<file path="config.mk">
export PLATFORM = sky130hd
export DESIGN_NAME = mult_controller_flat
export DESIGN_NICKNAME = d
export VERILOG_FILES = /design/src/rtl/mult_pkg.sv /design/src/rtl/mult_controller_if.sv /design/src/rtl/mult_datapath.sv /design/src/rtl/mult_controller.sv /design/src/flat_wrapper.sv
export SDC_FILE = /design/constraint.sdc
export NUM_CORES = 1
export LEC_CHECK = 0
export BUFFER_PORTS_ARGS = -buffer_cell sky130_fd_sc_hd__buf_2
export CAP_MARGIN = 20
export CORE_ASPECT_RATIO = 1.75
export CORE_MARGIN = 2
export CORE_UTILIZATION = 34
export CTS_CLUSTER_DIAMETER = 100
export DETAILED_ROUTE_END_ITERATION = 12
export GPL_TIMING_DRIVEN = 0
export PLACE_DENSITY_LB_ADDON = 0.1
export SYNTH_ARGS = -nofsm -noshare
export SYNTH_HDL_FRONTEND = slang
export SYNTH_SLANG_ARGS = --single-unit
</file>
<file path="constraint.sdc">
create_clock -name clk -period 5.8 [get_ports clk]
set_input_delay 1.16 -clock clk [delete_from_list [all_inputs] [get_ports clk]]
set_output_delay 1.16 -clock clk [all_outputs]
set_load 0.1 [all_outputs]
</file>
<file path="src/rtl/mult_pkg.sv">
// Shared types and sizing for the iterative HI/LO multiplier.
package mult_pkg;

    typedef enum logic [1:0] {
        IDLE,
        CALC,
        DONE
    } mult_state_t;

    localparam int MULT_WIDTH = 32;
    localparam int CNT_W      = $clog2(MULT_WIDTH);

endpackage

</file>
<file path="src/rtl/mult_controller_if.sv">
// Execute/Decode-side handshake and HI/LO result bundle of the multiplier.
interface mult_controller_if #(
    parameter int width = 32
);
    logic             start_E;
    logic             multSign_E;
    logic             flush_E;
    logic [width-1:0] srcA_E;
    logic [width-1:0] srcB_E;
    logic             hiLoRead_D;
    logic             mult_D;
    logic             busy;
    logic             stallMult;
    logic             done;
    logic [width-1:0] hi;
    logic [width-1:0] lo;

    modport master (
        output start_E, multSign_E, flush_E, srcA_E, srcB_E, hiLoRead_D, mult_D,
        input  busy, stallMult, done, hi, lo
    );

    modport slave (
        input  start_E, multSign_E, flush_E, srcA_E, srcB_E, hiLoRead_D, mult_D,
        output busy, stallMult, done, hi, lo
    );
endinterface

</file>
<file path="src/rtl/mult_datapath.sv">
// Radix-2 shift-add datapath: operand magnitudes, accumulator and final sign fix.
module mult_datapath #(
    parameter int width = 32
) (
    input  logic               clk,
    input  logic               reset,
    input  logic               load,
    input  logic               step,
    input  logic               sign,
    input  logic [width-1:0]   src_a,
    input  logic [width-1:0]   src_b,
    output logic [2*width-1:0] result
);

    logic [2*width-1:0] mcand;
    logic [2*width-1:0] acc;
    logic [2*width-1:0] acc_sum;
    logic [width-1:0]   mplier;
    logic [width-1:0]   mag_a;
    logic [width-1:0]   mag_b;
    logic               neg;

    // Two's-complement negate of the most negative value yields 2^(width-1) unsigned.
    assign mag_a = (sign & src_a[width-1]) ? (~src_a + width'(1)) : src_a;
    assign mag_b = (sign & src_b[width-1]) ? (~src_b + width'(1)) : src_b;

    assign acc_sum = acc + (mplier[0] ? mcand : '0);
    assign result  = neg ? (~acc_sum + (2*width)'(1)) : acc_sum;

    always_ff @(posedge clk or negedge reset) begin
        if (!reset) begin
            mcand  <= '0;
            mplier <= '0;
            acc    <= '0;
            neg    <= 1'b0;
        end else if (load) begin
            mcand  <= {{width{1'b0}}, mag_a};
            mplier <= mag_b;
            acc    <= '0;
            neg    <= sign & (src_a[width-1] ^ src_b[width-1]);
        end else if (step) begin
            acc    <= acc_sum;
            mcand  <= mcand << 1;
            mplier <= mplier >> 1;
        end
    end

endmodule

</file>
<file path="src/rtl/mult_controller.sv">
// Sequencer for the iterative multiplier: FSM, iteration counter, stall request, HI/LO.
module mult_controller
    import mult_pkg::*;
#(
    parameter int width = MULT_WIDTH
) (
    input logic              clk,
    input logic              reset,
    mult_controller_if.slave bus
);

    localparam int cnt_w = (width > 1) ? $clog2(width) : 1;

    mult_state_t        state;
    mult_state_t        state_next;
    logic [cnt_w-1:0]   count;
    logic               accept;
    logic               last;
    logic [2*width-1:0] result;
    logic [width-1:0]   hi_q;
    logic [width-1:0]   lo_q;

    // Reset gating keeps busy/stall low while reset is held, even with start_E high.
    assign accept = bus.start_E & ~bus.flush_E & (state != CALC) & reset;
    assign last   = (state == CALC) && (count == cnt_w'(width - 1));

    always_ff @(posedge clk or negedge reset) begin
        if (!reset) begin
            state <= IDLE;
        end else begin
            state <= state_next;
        end
    end

    always_comb begin
        state_next = state;
        case (state)
            IDLE, DONE: state_next = accept ? CALC : IDLE;
            CALC:       state_next = last ? DONE : CALC;
            default:    state_next = IDLE;
        endcase
    end

    always_ff @(posedge clk or negedge reset) begin
        if (!reset) begin
            count <= '0;
        end else if (accept) begin
            count <= '0;
        end else if (state == CALC) begin
            count <= count + cnt_w'(1);
        end
    end

    // HI/LO only move on the final iteration edge, so old values stay readable during CALC.
    always_ff @(posedge clk or negedge reset) begin
        if (!reset) begin
            hi_q <= '0;
            lo_q <= '0;
        end else if (last) begin
            {hi_q, lo_q} <= result;
        end
    end

    mult_datapath #(.width(width)) u_datapath (
        .clk    (clk),
        .reset  (reset),
        .load   (accept),
        .step   (state == CALC),
        .sign   (bus.multSign_E),
        .src_a  (bus.srcA_E),
        .src_b  (bus.srcB_E),
        .result (result)
    );

    assign bus.busy      = (state == CALC) | accept;
    assign bus.stallMult = bus.busy & (bus.hiLoRead_D | bus.mult_D);
    assign bus.done      = (state == DONE);
    assign bus.hi        = hi_q;
    assign bus.lo        = lo_q;

endmodule
</file>
<file path="src/flat_wrapper.sv">
// flat-port wrapper written by rule: the top's interface ports become plain ports
module mult_controller_flat import mult_pkg::*;
#(
    parameter int width = MULT_WIDTH
)
  (clk, reset, bus_start_E, bus_multSign_E, bus_flush_E, bus_srcA_E, bus_srcB_E, bus_hiLoRead_D, bus_mult_D, bus_busy, bus_stallMult, bus_done, bus_hi, bus_lo);
  mult_controller_if #(.width(width)) bus_i ();
  input logic clk;
  input logic reset;
  input wire logic [$bits(bus_i.start_E)-1:0] bus_start_E;
  input wire logic [$bits(bus_i.multSign_E)-1:0] bus_multSign_E;
  input wire logic [$bits(bus_i.flush_E)-1:0] bus_flush_E;
  input wire logic [$bits(bus_i.srcA_E)-1:0] bus_srcA_E;
  input wire logic [$bits(bus_i.srcB_E)-1:0] bus_srcB_E;
  input wire logic [$bits(bus_i.hiLoRead_D)-1:0] bus_hiLoRead_D;
  input wire logic [$bits(bus_i.mult_D)-1:0] bus_mult_D;
  output wire logic [$bits(bus_i.busy)-1:0] bus_busy;
  output wire logic [$bits(bus_i.stallMult)-1:0] bus_stallMult;
  output wire logic [$bits(bus_i.done)-1:0] bus_done;
  output wire logic [$bits(bus_i.hi)-1:0] bus_hi;
  output wire logic [$bits(bus_i.lo)-1:0] bus_lo;
  assign bus_i.start_E = bus_start_E;
  assign bus_i.multSign_E = bus_multSign_E;
  assign bus_i.flush_E = bus_flush_E;
  assign bus_i.srcA_E = bus_srcA_E;
  assign bus_i.srcB_E = bus_srcB_E;
  assign bus_i.hiLoRead_D = bus_hiLoRead_D;
  assign bus_i.mult_D = bus_mult_D;
  assign bus_busy = bus_i.busy;
  assign bus_stallMult = bus_i.stallMult;
  assign bus_done = bus_i.done;
  assign bus_hi = bus_i.hi;
  assign bus_lo = bus_i.lo;
  mult_controller #(.width(width)) u_core (.clk(clk), .reset(reset), .bus(bus_i));
endmodule
</file>
==> out/results.ini <==
[critical_path]
worstSetupEndpointType=register
worstSetupStartpointType=register
path_cells=clkbuf_1, and2_1, ha_1, inv_1, fa_1, nand2b_1, a21boi_1, o21ai_1, a21oi_1, nor2_1, xnor2_1, a211o_1, nor4_2, nand4b_2, nor3_1, a31o_2, o311ai_2
cp_num_buf_inv=2
path_max_fanout=11
cp_slowest_cell=dfrtp_2
reg2reg_setup_slack_ns=0.23
crit_start=u_core.u_datapath.mplier[0]$_DFFE_PN0P_
rr_worst_depth=17
cp_data_arrival_time_ns=6.00
cp_top_family=compound AO/OA/AOI/OAI gates
r2r-end=u_core.bus.hi[31]$_DFFE_PN0P_
worst-setup-path-type=reg2reg
cp_slowest_stage_delay_ns=0.56
worst_ep_required_time_ns=6.23
regToRegStartpoint=u_core.u_datapath.mplier[0]$_DFFE_PN0P_

[outcome]
status=finished clean

[place]
dp.cells=3044
numPortBuffers=137
finalWeightedCongestion=0.954
hpwl_um=54000

[logic_synthesis]
synthArstFlopShare_pct=100
syn_nets=2376
syn_inst=2236
synth_area_um2=17400
synth_edf_count=0
yosys.cell_types.count=98
ys_ff_latch=232
seq_area_frac_synth_pct=33.4
synth_flop_cell=dfrtp_1
yosysWarningCount=0
avgSynthCellArea_um2=7.78

[min_path]
min_path_type=in2async

[cts]
cts.sinks=232
post_cts_buffers=0
cts_root_buf=clkbuf_16
cts_made_buffers=26
clkTransAtPathRegs_ns=0.07
hold_buffers=0
clockBufferDepth=3
htree_levels=1
insertion_delay_ns=0.58
cts_tree=yes

[sta]
rsz0062_at_grt=no
finalHoldViolCount=0
finalCritPeriodShare_pct=96.0
fin_worst_skew_ns=0.0235
setup_viol=0
hold_slack_ns=0.405
fmax_ghz=0.180
worst_pin_slew_ns=1.12
report.final.slew_viol_count=0
relSlewSlack_pct=25.4
layout_min_cycle_time_ns=5.57

[die]
die-area_um2=53100
start_util_pct=34.4
core_um2=50600
die_h_um=303
ios=138
fp.dieW_um=175
row_count=109

[power_and_ir_drop]
p_leak_nw=8.37
power.density_nw_per_um2=455
ir_drop_v=0.000220

[drt]
drt_drc_violations_left=0
wl_um=66900
dr.pass1.iters=6
drt_iter0_markers=1126
num_vias=17300
drtAntennaViolNets=0
viasPerCell=5.60
wl_per_cell_um=21.6

[layout]
finalNonFillerCells=3092
layout_commonest_cell=nand2_1
final_cell_mix=nand2_1, o21ai_0, dfrtp_1, buf_2, a21oi_1
final_layout_size_suffix_gt1_share_pct=11.6
utilization_pct=39.4
nets=2545
synthToLayoutAreaGrowth_pct=14.5

[global_route]
overflow=0
track_usage_pct=24.9
grt_pass1_wl_um=101000
first_global_vias=17400
grt_antenna_before_repair=1
grt_max_degree=113

[run]
drv_cap=0

-- layer usage --
metal	track usage, %	vias to the layer above	routed length [µm]
met5	0	-	0
met3	2.00	182	2350
li1	-	8285	-
met4	19.7	0	6050
met1	25.2	8343	23400
met2	46.6	515	35000
-- cells in the mapped netlist (all sizes together), types with 4 or more instances --
cell type / n / area share [%]
a211o: 4 / 0.20
or3: 30 / 1.1
o31ai: 27 / 1.2
a221o: 4 / 0.23
o21bai: 8 / 0.35
nor4: 21 / 1.1
nor3b: 6 / 0.29
nor3: 49 / 1.6
o2111ai: 4 / 0.20
ha: 68 / 4.9
inv: 30 / 0.65
nand2b: 11 / 0.40
nand4b: 6 / 0.34
buf: 39 / 1.1
a21boi: 9 / 0.41
o221ai: 4 / 0.20
o31a: 4 / 0.20
xor2: 67 / 3.4
and3: 14 / 0.50
o211ai: 20 / 0.97
o21a: 16 / 0.69
o41ai: 12 / 0.91
a21oi: 167 / 4.9
o21ai: 308 / 8.9
a211oi: 10 / 0.49
xnor2: 76 / 3.9
a22oi: 4 / 0.17
nand4: 33 / 1.2
a22o: 6 / 0.30
and2: 80 / 2.9
nand2: 402 / 8.7
dfrtp: 232 / 33
nor2: 151 / 3.3
a31oi: 8 / 0.29
mux2i: 11 / 0.63
a21o: 24 / 1.0
clkbuf: 100 / 2.2
and3b: 4 / 0.20
or2: 12 / 0.43
or4: 11 / 0.47
and4: 8 / 0.40
nand3: 90 / 2.6
-- kinds of logic (layout without fill, tap and decap cells) --
logic type	after synthesis	after routing	synth area share, %
other	0	1	0
XOR/XNOR	143	143	7.24
multiplexers	11	11	0.633
buffers and inverters	169	358	3.93
AND/OR/NAND/NOR	939	939	26.1
adder cells (fa/ha/maj)	69	69	5.00
AO/OA/AOI/OAI	673	673	23.7
flip-flops	232	232	33.4
-- cell type report --
cell class,count,area [µm²]
Clock buffer,38,786
Fill cell,5406,30700
Tap cell,666,833
Multi-Input combinational cell,1835,10900
Inverter,30,113
Antenna cell,1,2.50
Buffer,138,567
Sequential cell,232,5810
Timing Repair Buffer,142,774
Clock inverter,10,128
-- power by group --
group          switching, mW  leakage, nW  total (mW)  internal [mW]
Clock                  0.757        0.445        1.79           1.03
Combinational           3.47         5.12        4.85           1.37
Sequential             0.344         2.81        2.43           2.09
-- registers in the layout, summed over array words and instances, names as in the netlist --
| register | cells |
|---|---|
| u_core.u_datapath.mcand | 64 |
| u_core.state | 2 |
| u_core.bus.lo | 32 |
| u_core.count | 5 |
| u_core.bus.hi | 32 |
| u_core.u_datapath.mplier | 32 |
| u_core.u_datapath.acc | 64 |
| u_core.u_datapath.neg | 1 |
-- worst register-to-register path, delay by kind of cell (launching register included) --
family / cells / cell delay [ns]
and+or+nand+nor: 6 / 1.64
buffers and inverters: 2 / 0.51
adders and majority gates: 2 / 0.59
DFF: 1 / 0.56
xor gates and xnor gates: 1 / 0.35
AOI/OAI and AO/OA: 6 / 1.77
-- worst max path at each step --
stage               slack (ns)  depth (start not counted)                       endpoint
finish                    0.23                         17  u_core.bus.hi[31]$_DFFE_PN0P_
detailed placement       -0.12                         18  u_core.bus.hi[30]$_DFFE_PN0P_
floorplan                 1.54                          5                  bus_stallMult
global route             0.006                         17  u_core.bus.hi[31]$_DFFE_PN0P_
global placement         -3.66                          7                  bus_stallMult
CTS                       0.12                         17  u_core.bus.hi[29]$_DFFE_PN0P_
-- through the flow --
| stage | setup TNS [ns] | power, mW | cell area [µm²] | setup WS, ns |
|---|---|---|---|---|
| after floorplan | 0 | 5.67 | 17400 | 1.54 |
| final | 0 | 9.07 | 19900 | 0.233 |
| after global placement | -476.97 | 7.23 | 18900 | -3.66 |
| after CTS | 0 | 9.14 | 19900 | 0.121 |
| after global routing | 0 | 9.66 | 19900 | 0.00649 |
| after detailed placement | -0.713 | 7.32 | 19000 | -0.119 |
-- what timing repair did --
item	CTS	global route
setup endpoints to repair	14	17
hold endpoints to repair	0	0
gates resized for setup	0	1
Note: power is estimated with default switching activity, not from simulation.
